`config.mk`:
```
export PLATFORM = sky130hd
export DESIGN_NAME = dpi_call_scheduler
export DESIGN_NICKNAME = d
export VERILOG_FILES = /design/src/rtl/dpi_call_scheduler.sv
export SDC_FILE = /design/constraint.sdc
export NUM_CORES = 1
export LEC_CHECK = 0
export BUFFER_PORTS_ARGS = -buffer_cell sky130_fd_sc_hd__buf_2
export CAP_MARGIN = 20
export CORE_AREA = 5 5 119 121
export CTS_BUF_LIST = sky130_fd_sc_hd__clkbuf_16
export CTS_CLUSTER_SIZE = 24
export DETAILED_ROUTE_END_ITERATION = 16
export DIE_AREA = 0 0 124 126
export PLACE_DENSITY = 0.79
export SYNTH_ARGS = -nofsm -noshare
export SYNTH_HDL_FRONTEND = slang
export SYNTH_SLANG_ARGS = --single-unit
```
`constraint.sdc`:
```
create_clock -name clk -period 3.65 [get_ports clk]
set_clock_uncertainty 0.15 [all_clocks]
set_input_delay 0.73 -clock clk [delete_from_list [all_inputs] [get_ports clk]]
set_output_delay 0.73 -clock clk [all_outputs]
set_load 0.01 [all_outputs]
```
`src/rtl/dpi_call_scheduler.sv`:
```
// Round-robin scheduler sharing one foreign-call channel among NUM_REQ requesters.
// One call in flight; WAIT is bounded by TIMEOUT and completion returns to the owner.
module dpi_call_scheduler #(
    parameter int NUM_REQ = 4,
    parameter int DATA_W  = 32,
    parameter int TIMEOUT = 16
) (
    input  logic                      clk,
    input  logic                      rst,
    input  logic [NUM_REQ-1:0]        req_valid,
    input  logic [2*NUM_REQ-1:0]      req_op,
    input  logic [DATA_W*NUM_REQ-1:0] req_data,
    output logic [NUM_REQ-1:0]        req_ready,
    output logic                      call_valid,
    output logic [1:0]                call_op,
    output logic [DATA_W-1:0]         call_data,
    input  logic                      call_ready,
    input  logic                      rsp_valid,
    input  logic [DATA_W-1:0]         rsp_data,
    input  logic                      rsp_err,
    output logic [NUM_REQ-1:0]        done_valid,
    output logic [DATA_W-1:0]         done_data,
    output logic                      done_err,
    output logic [DATA_W-1:0]         int_out,
    output logic                      bool_out,
    output logic                      busy
);

    localparam int PTR_W = (NUM_REQ > 1) ? $clog2(NUM_REQ) : 1;
    localparam int TMR_W = $clog2(TIMEOUT + 1);

    localparam logic [1:0] OP_SET_INT  = 2'd0;
    localparam logic [1:0] OP_SET_BOOL = 2'd2;
    localparam logic [1:0] OP_RSVD     = 2'd3;

    typedef enum logic [1:0] {S_IDLE, S_ISSUE, S_WAIT, S_DONE} state_t;

    state_t             state, state_nxt;
    logic [PTR_W-1:0]   rr_ptr;
    logic [PTR_W-1:0]   owner;
    logic [1:0]         op_q;
    logic [DATA_W-1:0]  data_q;
    logic [DATA_W-1:0]  res_data;
    logic               res_err;
    logic [TMR_W-1:0]   timer;
    logic               timeout_hit;
    logic               take;
    logic               grant_found;
    logic [PTR_W-1:0]   grant_idx;
    logic [PTR_W:0]     cand;
    logic [NUM_REQ-1:0] ready_raw;

    logic [1:0]        op_arr   [NUM_REQ];
    logic [DATA_W-1:0] data_arr [NUM_REQ];

    for (genvar g = 0; g < NUM_REQ; g++) begin : g_unpack
        assign op_arr[g]   = req_op[2*g +: 2];
        assign data_arr[g] = req_data[DATA_W*g +: DATA_W];
    end

    // Scan from rr_ptr upward with wrap; the first live request wins.
    always_comb begin
        grant_found = 1'b0;
        grant_idx   = '0;
        cand        = '0;
        for (int i = 0; i < NUM_REQ; i++) begin
            cand = {1'b0, rr_ptr} + (PTR_W+1)'(i);
            if (cand >= (PTR_W+1)'(NUM_REQ))
                cand = cand - (PTR_W+1)'(NUM_REQ);
            if (!grant_found && req_valid[cand[PTR_W-1:0]]) begin
                grant_found = 1'b1;
                grant_idx   = cand[PTR_W-1:0];
            end
        end
    end

    assign take        = (state == S_IDLE) && grant_found;
    assign timeout_hit = (timer == TMR_W'(TIMEOUT - 1));

    always_comb begin
        state_nxt = state;
        ready_raw = '0;
        case (state)
            S_IDLE: begin
                if (take) begin
                    ready_raw[grant_idx] = 1'b1;
                    state_nxt = (op_arr[grant_idx] == OP_RSVD) ? S_DONE : S_ISSUE;
                end
            end
            S_ISSUE: if (call_ready) state_nxt = S_WAIT;
            S_WAIT:  if (rsp_valid || timeout_hit) state_nxt = S_DONE;
            S_DONE:  state_nxt = S_IDLE;
            default: state_nxt = S_IDLE;
        endcase
    end

    always_ff @(posedge clk or posedge rst) begin
        if (rst) begin
            state    <= S_IDLE;
            rr_ptr   <= '0;
            timer    <= '0;
            int_out  <= '0;
            bool_out <= 1'b0;
        end else begin
            state <= state_nxt;
            if (state == S_ISSUE)
                timer <= '0;
            else if (state == S_WAIT)
                timer <= timer + 1'b1;
            if (state == S_DONE) begin
                rr_ptr <= (owner == PTR_W'(NUM_REQ - 1)) ? '0 : owner + 1'b1;
                if (!res_err) begin
                    if (op_q == OP_SET_INT)  int_out  <= res_data;
                    if (op_q == OP_SET_BOOL) bool_out <= res_data[0];
                end
            end
        end
    end

    // Result defaults to "error, zero" at accept so reserved ops and timeouts need no extra path.
    always_ff @(posedge clk) begin
        if (take) begin
            owner    <= grant_idx;
            op_q     <= op_arr[grant_idx];
            data_q   <= data_arr[grant_idx];
            res_data <= '0;
            res_err  <= 1'b1;
        end else if (state == S_WAIT) begin
            if (rsp_valid) begin
                res_data <= rsp_data;
                res_err  <= rsp_err;
            end else if (timeout_hit) begin
                res_data <= '0;
                res_err  <= 1'b1;
            end
        end
    end

    assign req_ready  = rst ? '0 : ready_raw;
    assign call_valid = (state == S_ISSUE);
    assign call_op    = call_valid ? op_q : 2'd0;
    assign call_data  = call_valid ? data_q : '0;
    assign done_valid = (state == S_DONE) ? (NUM_REQ'(1) << owner) : '0;
    assign done_data  = (state == S_DONE) ? res_data : '0;
    assign done_err   = (state == S_DONE) ? res_err : 1'b0;
    assign busy       = (state != S_IDLE);

endmodule
```
# Word level (Yosys, flattened, before mapping)
# Index checks and enable logic that the tools add are counted.
[totals]
out_inout_bits = 110
regBits = 111
inputBits = 177
word_cells = 109
[classes]
add_sub_neg = 9
n_reduce_logical = 18
magnitude_cmp = 11
mux = 48
n_shift = 1
n_eq_ne = 10
bitwise = 2
[ops]
columns = ["cell", "count"]
rows = [
  ["two-way mux 32 bit", 6],
  ["binary-select mux 32 bit (select 2 bit)", 1],
  ["two-way mux 2 bit", 16],
  ["two-way mux 4 bit", 4],
  ["less-than comparator 2 x 3 -> 1 bit (second input constant)", 5],
  ["greater-or-equal comparator 3 bit (second input constant)", 4],
  ["two-way mux 1 bit", 12],
  ["== test 2 bit (second input constant)", 5],
  ["two-way mux 5 bit", 2],
  ["AND reduction 3 bit", 3],
  ["binary-select mux 1 bit (select 2 bit)", 4],
  ["one-hot mux 2 bit (4 select lines)", 1],
  ["subtractor 2 x 1 -> 2 bit (second input constant)", 4],
  ["adder 2 x 2 -> 3 bit (second input constant)", 2],
  ["nonzero test 2 bit", 3],
  ["adder 5 x 1 -> 5 bit (second input constant)", 1],
  ["== test 5 x 4 -> 1 bit (second input constant)", 1],
  ["logical AND 1 bit", 5],
  ["binary-select mux 2 bit (select 2 bit)", 1],
  ["zero test 2 bit", 2],
  ["!= test 2 bit (second input constant)", 2],
  ["<< shifter 1 x 2 -> 4 bit (first input constant)", 1],
  ["adder 2 x 1 -> 3 bit (second input constant)", 1],
  ["greater-or-equal comparator 2 x 3 -> 1 bit (second input constant)", 1],
  ["10 further kinds", 12],
]

# Logic depth before layout (Yosys ltp)
# Gate-level depths: netlist (run 1).
[logic_depth]
depth_word = 22
mapped_depth = 8
mapped_depth_nobuf = 7

# Worst setup path before layout (run 1)
# Ideal clock, no wire load.
[synth_path]
path_kind = "input to output"
from = "in rst"
to = "out req_ready[2]"
n_path_buf = 0
path_slack_ns = 0.748
stages = 2
t_arrival_ns = 2.022
required_time_ns = 2.770
path_cell_list = "inv_1 -> and4_1"
[synth_between]
elab_chain_len = 1
[synth_lines]
columns = ["element", "line", "text"]
rows = [
  ["from (decl)", "9", "input logic rst,"],
  ["two-way mux 4 bit", "139", "assign req_ready = rst ? '0 : ready_raw;"],
  ["to (decl)", "13", "output logic [NUM_REQ-1:0] req_ready,"],
]
# Every way passes these cells.

# Worst setup path in the final report (run 1)
[layout_path]
from = "in req_valid[0]"
to = "out req_ready[3]"
[layout_between]
elab_chain_len = 19
word_cells_on_any_way = 31
cone_classes = "order compare: 2; mux: 21; reduce/logical: 8"
[layout_lines]
columns = ["element", "line", "text"]
rows = [
  ["from (decl)", "10", "input logic [NUM_REQ-1:0] req_valid,"],
  ["binary-select mux 1 bit (select 2 bit)", "70", "if (!grant_found && req_valid[cand[PTR_W-1:0]]) begin"],
  ["two-way mux 1 bit (implied by the code)", "70", ""],
  ["two-way mux 1 bit", "70", ""],
  ["zero test 1 bit", "70", ""],
  ["logical AND 1 bit", "70", ""],
  ["two-way mux 1 bit", "70", ""],
  ["zero test 1 bit", "70", ""],
  ["logical AND 1 bit", "70", ""],
  ["[... 3 more ...]", "--", ""],
  ["two-way mux 2 bit", "70", ""],
  ["less-than comparator 2 x 3 -> 1 bit (implied by the code) or greater-or-equal comparator 2 x 1 -> 1 bit (tied branches)", "86", "ready_raw[grant_idx] = 1'b1;"],
  ["logical AND 1 bit (implied by the code)", "86", ""],
  ["two-way mux 1 bit (implied by the code)", "86", ""],
  ["demux 1 bit (select 2 bit)", "86", ""],
  ["two-way mux 4 bit (*)", "85", "if (take) begin"],
  ["two-way mux 4 bit (*)", "83", "case (state)"],
  ["two-way mux 4 bit (*)", "139", ""],
]
# Every way passes the cells marked *; elsewhere a longest branch is shown, timed or not. The select of a mux whose other input is x is not followed.

==> results of run 1 <==
area by class of cell:
type                            instances  area [µm²]  area share [%]
Sequential cell                       111        2790            37.1
Clock buffer                            9         225            2.99
Multi-Input combinational cell        402        2610            34.6
Timing Repair Buffer                  297        1530            20.3
Inverter                               17        63.8           0.848
Antenna cell                            3        7.51          0.0998
Tap cell                              176         220            2.93
Clock inverter                          7        82.6            1.10
state kept, by name (all words and copies together) (netlist names):
| name | flops |
|---|---|
| bool_out | 1 |
| rr_ptr | 2 |
| res_data | 32 |
| timer | 5 |
| int_out | 32 |
| op_q | 2 |
| res_err | 1 |
| owner | 2 |
| data_q | 32 |
| state | 2 |
path summary, 6_finish.rpt:
check	start	to	slack (ns)	cells past startpoint
max	req_valid[0]	req_ready[3]	0.92	6
min	int_out[16]	int_out[16]	0.33	1
max reg2reg	rr_ptr[0]	state[1]	1.27	8
min reg2reg	int_out[16]	int_out[16]	0.33	1
max in group asynchronous	rst	int_out[11]	2.51	3
min in group asynchronous	rst	int_out[31]	0.45	3
power by group through the flow:
stage	Combinational, mW	Clock, mW	Sequential (mW)
after CTS	2.42	1.05	2.15
after global routing	2.66	1.10	2.21
final	2.39	1.02	2.15
after floorplan	1.64	0	2.12
after detailed placement	2.42	0	2.17
after global placement	2.37	0	2.15
cells in the mapped netlist:
library cell and count:
o21ai_0 7, and2_0 2, o211ai_1 1, clkbuf_2 1, nor2b_1 2, nor4_1 1, dfxtp_1 33, and4_1 2
nor3_1 2, inv_1 15, nand3b_1 1, a31oi_1 33, edfxtp_1 36, nor2_1 39, mux2i_1 6, clkbuf_1 25
nand2b_1 3, nand3_1 3, nand2_1 68, and3_1 1, o22ai_1 4, o21a_1 1, a21o_1 1, inv_2 2
dfrtp_1 42, buf_4 3, a211o_1 1, buf_2 15, a21oi_1 6, mux2_1 26, a211oi_1 32, o21ai_1 1
ha_1 11, a21oi_4 1, and2_1 102, nor3b_1 2, a222oi_1 1, a22oi_1 33, mux2_2 9
layer usage:
metal	GRT usage [%]	vias up	wire length, µm
li1	-	2556	-
met1	23.6	2376	6420
met2	36.3	249	8510
met3	6.86	33	1810
met4	8.83	4	435
met5	0	-	34
through the flow:
stage | hold WS [ns] | worst slack [ns] | util [%] | total power, mW
after floorplan | 0.313 | 0.748 | - | 3.76
after global placement | 0.313 | 0.918 | 55.6 | 4.52
after detailed placement | 0.319 | 0.850 | 55.6 | 4.59
after CTS | 0.337 | 0.924 | 57.9 | 5.61
after global routing | 0.351 | 0.782 | 58.0 | 5.98
final | 0.333 | 0.924 | 58.0 | 5.56
cells in the final DEF, fill, tap and decap left out, types with 2 or more instances in the layout:
cell type	n
nor2_1	38
mux2_2	9
inv_2	2
inv_1	14
a21oi_1	6
a211oi_1	32
nand2b_1	3
nor2b_1	2
a31oi_1	33
buf_4	10
o21ai_0	7
ha_1	11
edfxtp_1	36
dfrtp_1	42
nor3b_1	2
o22ai_1	4
nand2_1	68
buf_2	286
a22oi_1	33
nor3_1	2
and2_0	2
and4_1	2
nand3_1	3
inv_6	4
clkbuf_16	9
mux2i_1	6
diode_2	3
mux2_1	26
and2_1	102
dfxtp_1	33
kinds of logic after synthesis:
| kind of cell | count (synthesis) |
|---|---|
| simple gates | 228 |
| fa+ha+maj | 11 |
| flops | 111 |
| compound gates | 122 |
| mux | 41 |
| buf+inv | 61 |
==> results.py, run 1 <==
metrics = {
    "critical_path": {
        "crit_top_cell": "buf_2",
        "required_ns": 2.77,
        "crit_type": "input port to output port",
        "cp_cell_sequence": "buf_2, nor4_1, nand2b_1, inv_2, and4_1, buf_2",
        "cp_max_fo": 7,
        "crit_buf_inv": 3,
        "cp_slowest_cell": "nor4_1",
        "cp_top_family": "simple AND/OR/NAND/NOR gates",
        "arrival_ns": 1.85,
        "cp-end-kind": "output port",
        "start_kind": "input port",
        "max_stage_delay_ns": 0.33,
    },
    "route": {
        "post_drt_via_cell_ratio": 5.11,
        "vias": 5218,
        "drt_pass1_iterations": 5,
        "drc": 0,
        "drt_iter0_drc": 302,
        "wire_per_inst_um": 16.8,
        "drtAntennaViolNets": 0,
        "finalWirelength_um": 17200,
    },
    "clocking": {
        "clkSlewWorstSetupHoldPaths_ns": 0.07,
        "cts_tree": "done",
        "cts_buffer_depth": 2,
        "cts_made_buffers": 9,
        "cts_hold_buf": 0,
        "cts-root-buf": "clkbuf_16",
        "cts_max_level": 3,
        "postCtsSetupBuffers": 0,
        "cts_resized": 0,
        "clkLatencyLatePin_ns": 0.35,
        "cts_sinks": 111,
    },
    "floorplan": {
        "chipHeight_um": 126,
        "io_pins": 287,
        "die_w_um": 124,
        "num_rows": 42,
        "core_area_um2": 13000,
        "dieArea_um2": 15600,
        "initial_core_util_pct": 43.6,
    },
    "grt": {
        "grt_overflow": 0,
        "grt_pass1_vias": 4949,
        "grt_pass1_wl_um": 25500,
        "track_usage_pct": 21.0,
        "antenna_found_initial": 5,
        "grt_max_degree": 70,
    },
    "sta": {
        "slew_headroom_pct": 44.5,
        "tns_ns": 0,
        "period_minus_slack_ns": 2.73,
        "hold_violations": 0,
        "drv_slew": 0,
        "finalSetupViolCount": 0,
        "max_freq_mhz": 367,
        "rsz0062_at_grt": "false",
        "worst_pin_slew_ns": 0.832,
        "period_share_pct": 74.7,
    },
    "power": {
        "p_clk_share_pct": 18.4,
        "power_frac_seq_pct": 38.6,
        "p_leak_nw": 3.81,
        "p_comb_share_pct": 43.0,
        "switching_share_pct": 38.9,
        "p_int_mw": 3.40,
        "p_sw_mw": 2.16,
        "p_per_area_nw_per_um2": 739,
        "peakVddDrop_v": 0.000398,
    },
    "layout": {
        "finalNetCount": 1026,
        "finish.instance_area_um2": 7530,
        "fin_cells": 1022,
        "fillers": 1181,
        "drive_above_1_share_pct": 38.9,
        "syn_to_final_growth_pct": 33.1,
    },
    "logic_synthesis": {
        "synthMuxAreaShare_pct": 8.03,
        "ys_warn_count": 0,
        "ys_top_cells_by_area": "edfxtp_1, dfrtp_1, dfxtp_1",
        "netlist_area_um2": 5650,
        "synth.avg_cell_area_um2": 9.85,
        "yosysTopAreaCellShare_pct": 19.1,
        "synth-simple-area-share_pct": 20.5,
        "synth.distinct_cells": 39,
        "synth_top_family_by_area": "simple AND/OR/NAND/NOR gates",
        "synthXorXnorAreaFrac_pct": 0,
        "synth_seq_cells": 111,
        "synth_compound_area_share_pct": 15.0,
        "synth_top_area_cell": "edfxtp_1",
        "synthAdderAreaFrac_pct": 2.43,
        "syn_nets": 762,
        "synthCells": 574,
        "synth-seq-area-share_pct": 49.4,
    },
    "placement": {
        "dp_hpwl_um": 13100,
        "port_buffers": 286,
        "gp_congestion": 0.913,
        "dp.cells": 1003,
        "placed_area_um2": 7210,
    },
    "flow_run": {
        "maxCapViolations": 0,
    },
    "outcome": {
        "status": "completed",
    },
    "min_path": {
        "hold_path_class": "flop to flop",
    },
}
Note: power is estimated with default switching activity, not from simulation.
==> inputs of run 2 (changes only) <==
--- a/config.mk
+++ b/config.mk
@@ -7,12 +7,12 @@
 export LEC_CHECK = 0
 export BUFFER_PORTS_ARGS = -buffer_cell sky130_fd_sc_hd__buf_2
 export CAP_MARGIN = 20
-export CORE_AREA = 5 5 119 121
+export CORE_AREA = 5 5 123 125
 export CTS_BUF_LIST = sky130_fd_sc_hd__clkbuf_16
 export CTS_CLUSTER_SIZE = 24
 export DETAILED_ROUTE_END_ITERATION = 16
-export DIE_AREA = 0 0 124 126
-export PLACE_DENSITY = 0.79
+export DIE_AREA = 0 0 128 130
+export PLACE_DENSITY = 0.77
 export SYNTH_ARGS = -nofsm -noshare
 export SYNTH_HDL_FRONTEND = slang
 export SYNTH_SLANG_ARGS = --single-unit
==> constraint.sdc (replaced) <==
create_clock -name clk -period 2.4 [get_ports clk]
set_clock_uncertainty 0.15 [all_clocks]
set_input_delay 0.48 -clock clk [delete_from_list [all_inputs] [get_ports clk]]
set_output_delay 0.48 -clock clk [all_outputs]
set_load 0.01 [all_outputs]
==> results.py, run 2 (synthesis results as in run 1) <==
metrics = {
    "outcome": {
        "status": "completed",
    },
    "power": {
        "p_leak_nw": 3.90,
        "p_per_area_nw_per_um2": 1130,
        "peakVddDrop_v": 0.000594,
    },
    "floorplan": {
        "core_area_um2": 13800,
        "die_w_um": 128,
        "dieArea_um2": 16600,
        "io_pins": 287,
        "chipHeight_um": 130,
        "num_rows": 43,
        "initial_core_util_pct": 41.0,
    },
    "sta": {
        "period_share_pct": 96.5,
        "hold_violations": 0,
        "drv_slew": 0,
        "period_minus_slack_ns": 2.32,
        "rsz0062_at_grt": "false",
        "max_freq_mhz": 432,
        "whs_ns": 0.197,
        "final.setup.worst_slack_ns": 0.0838,
        "finalSetupViolCount": 0,
        "slew_headroom_pct": 53.1,
        "worst_pin_slew_ns": 0.704,
    },
    "route": {
        "wire_per_inst_um": 17.3,
        "finalWirelength_um": 18000,
        "routed.top_layer": "met4",
        "drt_iter0_drc": 247,
        "wl_met3_um": 1660,
        "drtAntennaViolNets": 0,
        "vias": 5349,
        "drt_pass1_iterations": 5,
        "wl_met2_um": 9180,
        "drc": 0,
        "post_drt_via_cell_ratio": 5.13,
        "drt-met1-wl_um": 6790,
    },
    "critical_path": {
        "required_ns": 1.77,
        "start_kind": "flop",
        "crit_type": "flop to output port",
        "cp-end-kind": "output port",
        "reg2reg_to": "data_q[13]",
        "arrival_ns": 1.69,
        "cp_max_fo": 5,
        "rr_startpoint": "rr_ptr[0]",
        "rrSetupSlack_ns": 0.14,
        "cp_slowest_cell": "dfrtp_1",
        "max_stage_delay_ns": 0.41,
        "cp_cell_sequence": "nand2b_4, a21oi_1, a211o_2, inv_2, and4_1, buf_2",
        "worst_r2r_path_depth": 8,
    },
    "layout": {
        "finalNetCount": 1042,
        "fillers": 1251,
        "reg.largest.list": "data_q (32), int_out (32), res_data (32)",
        "mostFrequentLayoutCells": "buf_2, and2_1, nand2_1, dfrtp_1, nor2_1",
        "syn_to_final_growth_pct": 37.1,
        "multi_input_area_um2": 2640,
        "drive_above_1_share_pct": 41.2,
        "seq_area_um2": 2790,
        "layout_commonest_cell": "buf_2",
    },
    "clocking": {
        "cts-root-buf": "clkbuf_16",
        "cts_buffer_depth": 2,
        "clkSlewWorstSetupHoldPaths_ns": 0.09,
        "clkLatencyLatePin_ns": 0.35,
        "cts_tree": "done",
        "cts_max_level": 3,
        "cts_made_buffers": 9,
        "cts_sinks": 111,
    },
    "grt": {
        "grt_pass1_vias": 5196,
        "track_usage_pct": 20.5,
        "grt_pass1_wl_um": 26700,
        "antenna_found_initial": 3,
        "grt_overflow": 0,
        "grt_max_degree": 59,
    },
    "flow_run": {
        "maxCapViolations": 0,
    },
    "placement": {
        "dp_slack_ns": 0.00726,
        "dp_hpwl_um": 13800,
        "gp_congestion": 0.860,
        "port_buffers": 286,
    },
    "min_path": {
        "hold_path_class": "input port to async pin",
    },
}
## run 2: what timing repair did
action | 4_1_cts | 5_1_grt
hold buffers | 0 | 0
gates resized for setup | 3 | 8
gates cloned | 0 | 0
endpoints found under the setup margin | 2 | 22
setup buffers | 1 | 3
pin swaps | 1 | 1
## run 2: through the flow
| step | area, µm² | setup TNS (ns) | power (mW) | cells | utilization [%] |
|---|---|---|---|---|---|
| finish | 7750 | 0 | 8.79 | 1042 | 56.3 |
| global placement | 7360 | -0.0924 | 7.11 | 1019 | 53.4 |
| CTS | 7680 | 0 | 8.78 | 1036 | 55.8 |
| floorplan | 5660 | 0 | 5.71 | 574 | - |
| detailed placement | 7360 | 0 | 7.23 | 1019 | 53.4 |
| global route | 7750 | 0 | 9.40 | 1042 | 56.3 |
## run 2: how the worst max path moves through the flow
stage                       startpoint      endpoint  slack, ns  cells past startpoint
after floorplan           req_valid[1]  req_ready[2]       0.19                      5
after global placement    req_valid[0]  req_ready[3]      -0.05                      7
after detailed placement  req_valid[1]      state[1]      0.007                     10
after CTS                    rr_ptr[0]  req_ready[3]       0.02                      6
after global routing         rr_ptr[0]  req_ready[3]      0.008                      6
final                        rr_ptr[0]  req_ready[3]       0.08                      6
## run 2: layer usage
| metal | vias to the layer above | GRT usage, % |
|---|---|---|
| li1 | 2579 | - |
| met1 | 2506 | 24.0 |
| met2 | 242 | 35.5 |
| met3 | 22 | 5.85 |
| met4 | 0 | 8.30 |
| met5 | - | 0 |
## run 2: cell type report
cell class / instances / share of cell area (%)
clock inverter: 7 / 1.10
tap: 180 / 2.91
antenna: 3 / 0.0969
clock buffer: 9 / 2.91
sequential: 111 / 36.1
timing repair buffer: 313 / 21.9
multi-input combinational: 402 / 34.1
inverter: 17 / 0.872
## run 2: worst max-delay path, delay by kind of cell, from the launching register on
kind | cells | cell delay (ns)
compound gates | 2 | 0.37
flops | 1 | 0.41
simple gates | 2 | 0.34
buf+inv | 2 | 0.22
## run 2: report_power, final
part	switching [mW]	total, mW	internal, mW	leakage (nW)
Clock	0.764	1.51	0.747	0.147
Combinational	2.28	4.01	1.73	2.58
Sequential	0.395	3.27	2.87	1.18
Total	3.44	8.79	5.35	3.90
==> inputs of run 3 (changes only) <==
--- a/config.mk
+++ b/config.mk
@@ -5,13 +5,14 @@
 export SDC_FILE = /design/constraint.sdc
 export NUM_CORES = 1
 export LEC_CHECK = 0
+export ABC_AREA = 1
 export BUFFER_PORTS_ARGS = -buffer_cell sky130_fd_sc_hd__buf_2
 export CAP_MARGIN = 20
-export CORE_AREA = 5 5 123 125
+export CORE_AREA = 5 5 125 127
 export CTS_BUF_LIST = sky130_fd_sc_hd__clkbuf_16
 export CTS_CLUSTER_SIZE = 24
 export DETAILED_ROUTE_END_ITERATION = 16
-export DIE_AREA = 0 0 128 130
+export DIE_AREA = 0 0 130 132
 export PLACE_DENSITY = 0.77
 export SYNTH_ARGS = -nofsm -noshare
 export SYNTH_HDL_FRONTEND = slang
==> results.py, run 3 <==
metrics = {
    "placement": {
        "gp_congestion": 0.902,
        "placed_area_um2": 7610,
        "dp.cells": 1133,
        "dp_hpwl_um": 14000,
        "port_buffers": 286,
    },
    "logic_synthesis": {
        "async_flop_share_pct": 37.8,
        "netlist_area_um2": 5880,
        "ys_warn_count": 0,
        "synth_top_area_cell": "edfxtp_1",
        "synth_common_cells": "nand2_1, inv_1, nor2_1, nand3_1, dfrtp_1",
        "ys_top_cells_by_area": "edfxtp_1, dfrtp_1, nand2_1",
        "synth.distinct_cells": 30,
        "synth_seq_cells": 111,
        "ys.flop_type": "dfrtp_1",
        "synth.avg_cell_area_um2": 8.70,
        "synthCells": 675,
        "yosysTopAreaCellShare_pct": 18.4,
        "synth-seq-area-share_pct": 47.5,
        "yosysMostFrequentCell": "nand2_1",
        "synth_edf_count": 36,
        "syn_nets": 863,
    },
    "layout": {
        "syn_to_final_growth_pct": 41.3,
        "finish.instance_area_um2": 8300,
        "reg.largest.list": "data_q (32), int_out (32), res_data (32)",
        "finalNetCount": 1166,
        "drive_above_1_share_pct": 46.3,
        "fillers": 1268,
        "fin_cells": 1170,
        "final_core_util_pct": 58.0,
        "mostFrequentLayoutCells": "buf_2, nand2_1, inv_1, nand3_1, nor2_1",
        "layout_commonest_cell": "buf_2",
    },
    "flow_run": {
        "maxCapViolations": 0,
    },
    "grt": {
        "antenna_found_initial": 4,
        "grt_overflow": 0,
        "track_usage_pct": 20.7,
        "grt_max_degree": 69,
        "grt_pass1_wl_um": 28300,
        "grt_pass1_vias": 5756,
    },
    "critical_path": {
        "cp_max_fo": 6,
        "rr_startpoint": "rr_ptr[1]",
        "required_ns": 1.77,
        "critPathLaunch": "rr_ptr[1]",
        "cp-end-kind": "output port",
        "crit_type": "flop to output port",
        "arrival_ns": 2.06,
        "start_kind": "flop",
    },
    "floorplan": {
        "num_rows": 44,
        "io_pins": 287,
        "dieArea_um2": 17200,
        "core_area_um2": 14300,
        "chipHeight_um": 132,
        "die_w_um": 130,
        "initial_core_util_pct": 41.0,
    },
    "route": {
        "drc": 0,
        "drt_iter0_drc": 254,
        "drtAntennaViolNets": 0,
        "finalWirelength_um": 19100,
        "wire_per_inst_um": 16.3,
        "drt_pass1_iterations": 4,
        "post_drt_via_cell_ratio": 4.91,
        "vias": 5742,
    },
    "clocking": {
        "cts_tree": "done",
        "cts-root-buf": "clkbuf_16",
        "cts_sinks": 111,
        "clkSlewWorstSetupHoldPaths_ns": 0.08,
        "cts_hold_buf": 0,
        "clkLatencyLatePin_ns": 0.34,
        "cts_made_buffers": 9,
        "cts_buffer_depth": 2,
        "cts_max_level": 3,
    },
    "sta": {
        "max_freq_mhz": 372,
        "period_minus_slack_ns": 2.69,
        "drv_slew": 0,
        "worst_pin_slew_ns": 0.555,
        "finalSetupViolCount": 34,
        "rsz0062_at_grt": "true",
        "final.setup.worst_slack_ns": -0.291,
        "hold_violations": 0,
        "tns_ns": -5.17,
        "slew_headroom_pct": 63.0,
        "period_share_pct": 112,
    },
    "power": {
        "peakVddDrop_v": 0.000874,
        "p_per_area_nw_per_um2": 1560,
        "p_leak_nw": 4.73,
        "power_mw": 12.9,
    },
    "min_path": {
        "hold_path_class": "input port to async pin",
    },
    "outcome": {
        "status": "finished with violations",
        "failed_checks": "negative setup slack",
    },
}
run 3: cells by family after synthesis:
group | count (synthesis) | synth area share (%)
buf+inv | 135 | 9.90
flops | 111 | 47.5
fa+ha+maj | 11 | 2.34
simple gates | 303 | 21.8
compound gates | 84 | 12.5
mux | 31 | 5.94
run 3: power by group:
group	internal, mW	total, mW	switching, mW
logic	3.34	7.73	4.38
clock network	0.699	1.36	0.666
registers	3.29	3.83	0.539
total	7.33	12.9	5.59
run 3: repair_timing:
action	CTS	global route
resized for setup	22	36
setup buffers	4	11
pin swaps	15	25
setup endpoints to repair	39	54
gates cloned	0	3
run 3: worst paths after layout:
kind | depth (start not counted) | slack, ns | to
max | 11 | -0.29 | req_ready[1]
min | 3 | 0.25 | int_out[31]
max reg2reg | 16 | -0.18 | data_q[22]
min reg2reg | 1 | 0.35 | int_out[10]
max in group asynchronous | 3 | 1.44 | rr_ptr[0]
min in group clk | 3 | 0.25 | res_data[31]
run 3: critical path: stages (launching register included):
cell and delay [ns]:
dfrtp_2 0.46, inv_4 0.13, nand2_1 0.08, nand2_2 0.11, nand2_1 0.10, o21ai_1 0.13
or2_4 0.17, nand2_4 0.05, inv_4 0.08, nand2_8 0.07, nor3_2 0.18, buf_2 0.15
run 3: stage by stage:
stage	hold slack [ns]	setup WS, ns
3_5_place_dp	0.340	-0.0829
4_1_cts	0.235	-0.275
2_1_floorplan	0.315	0.0855
5_1_grt	0.253	-0.404
6_report	0.252	-0.291
3_3_place_gp	0.331	-0.0141
run 3: final cells by class:
type                       instances  area [µm²]  share of cell area, %
timing repair buffer             327        1920                   23.2
tap                              184         230                   2.77
antenna                            3        7.51                 0.0904
multi-input combinational        430        2690                   32.5
clock inverter                     7        40.0                  0.482
inverter                          99         385                   4.64
sequential                       111        2800                   33.7
clock buffer                       9         225                   2.71
run 3: per-layer routing:
metal | GRT usage [%] | vias up | routed length, µm
li1 | - | 2793 | -
met5 | 0 | - | 12
met3 | 6.12 | 41 | 1970
met4 | 9.06 | 2 | 606
met2 | 34.9 | 293 | 9580
met1 | 24.3 | 2613 | 6920
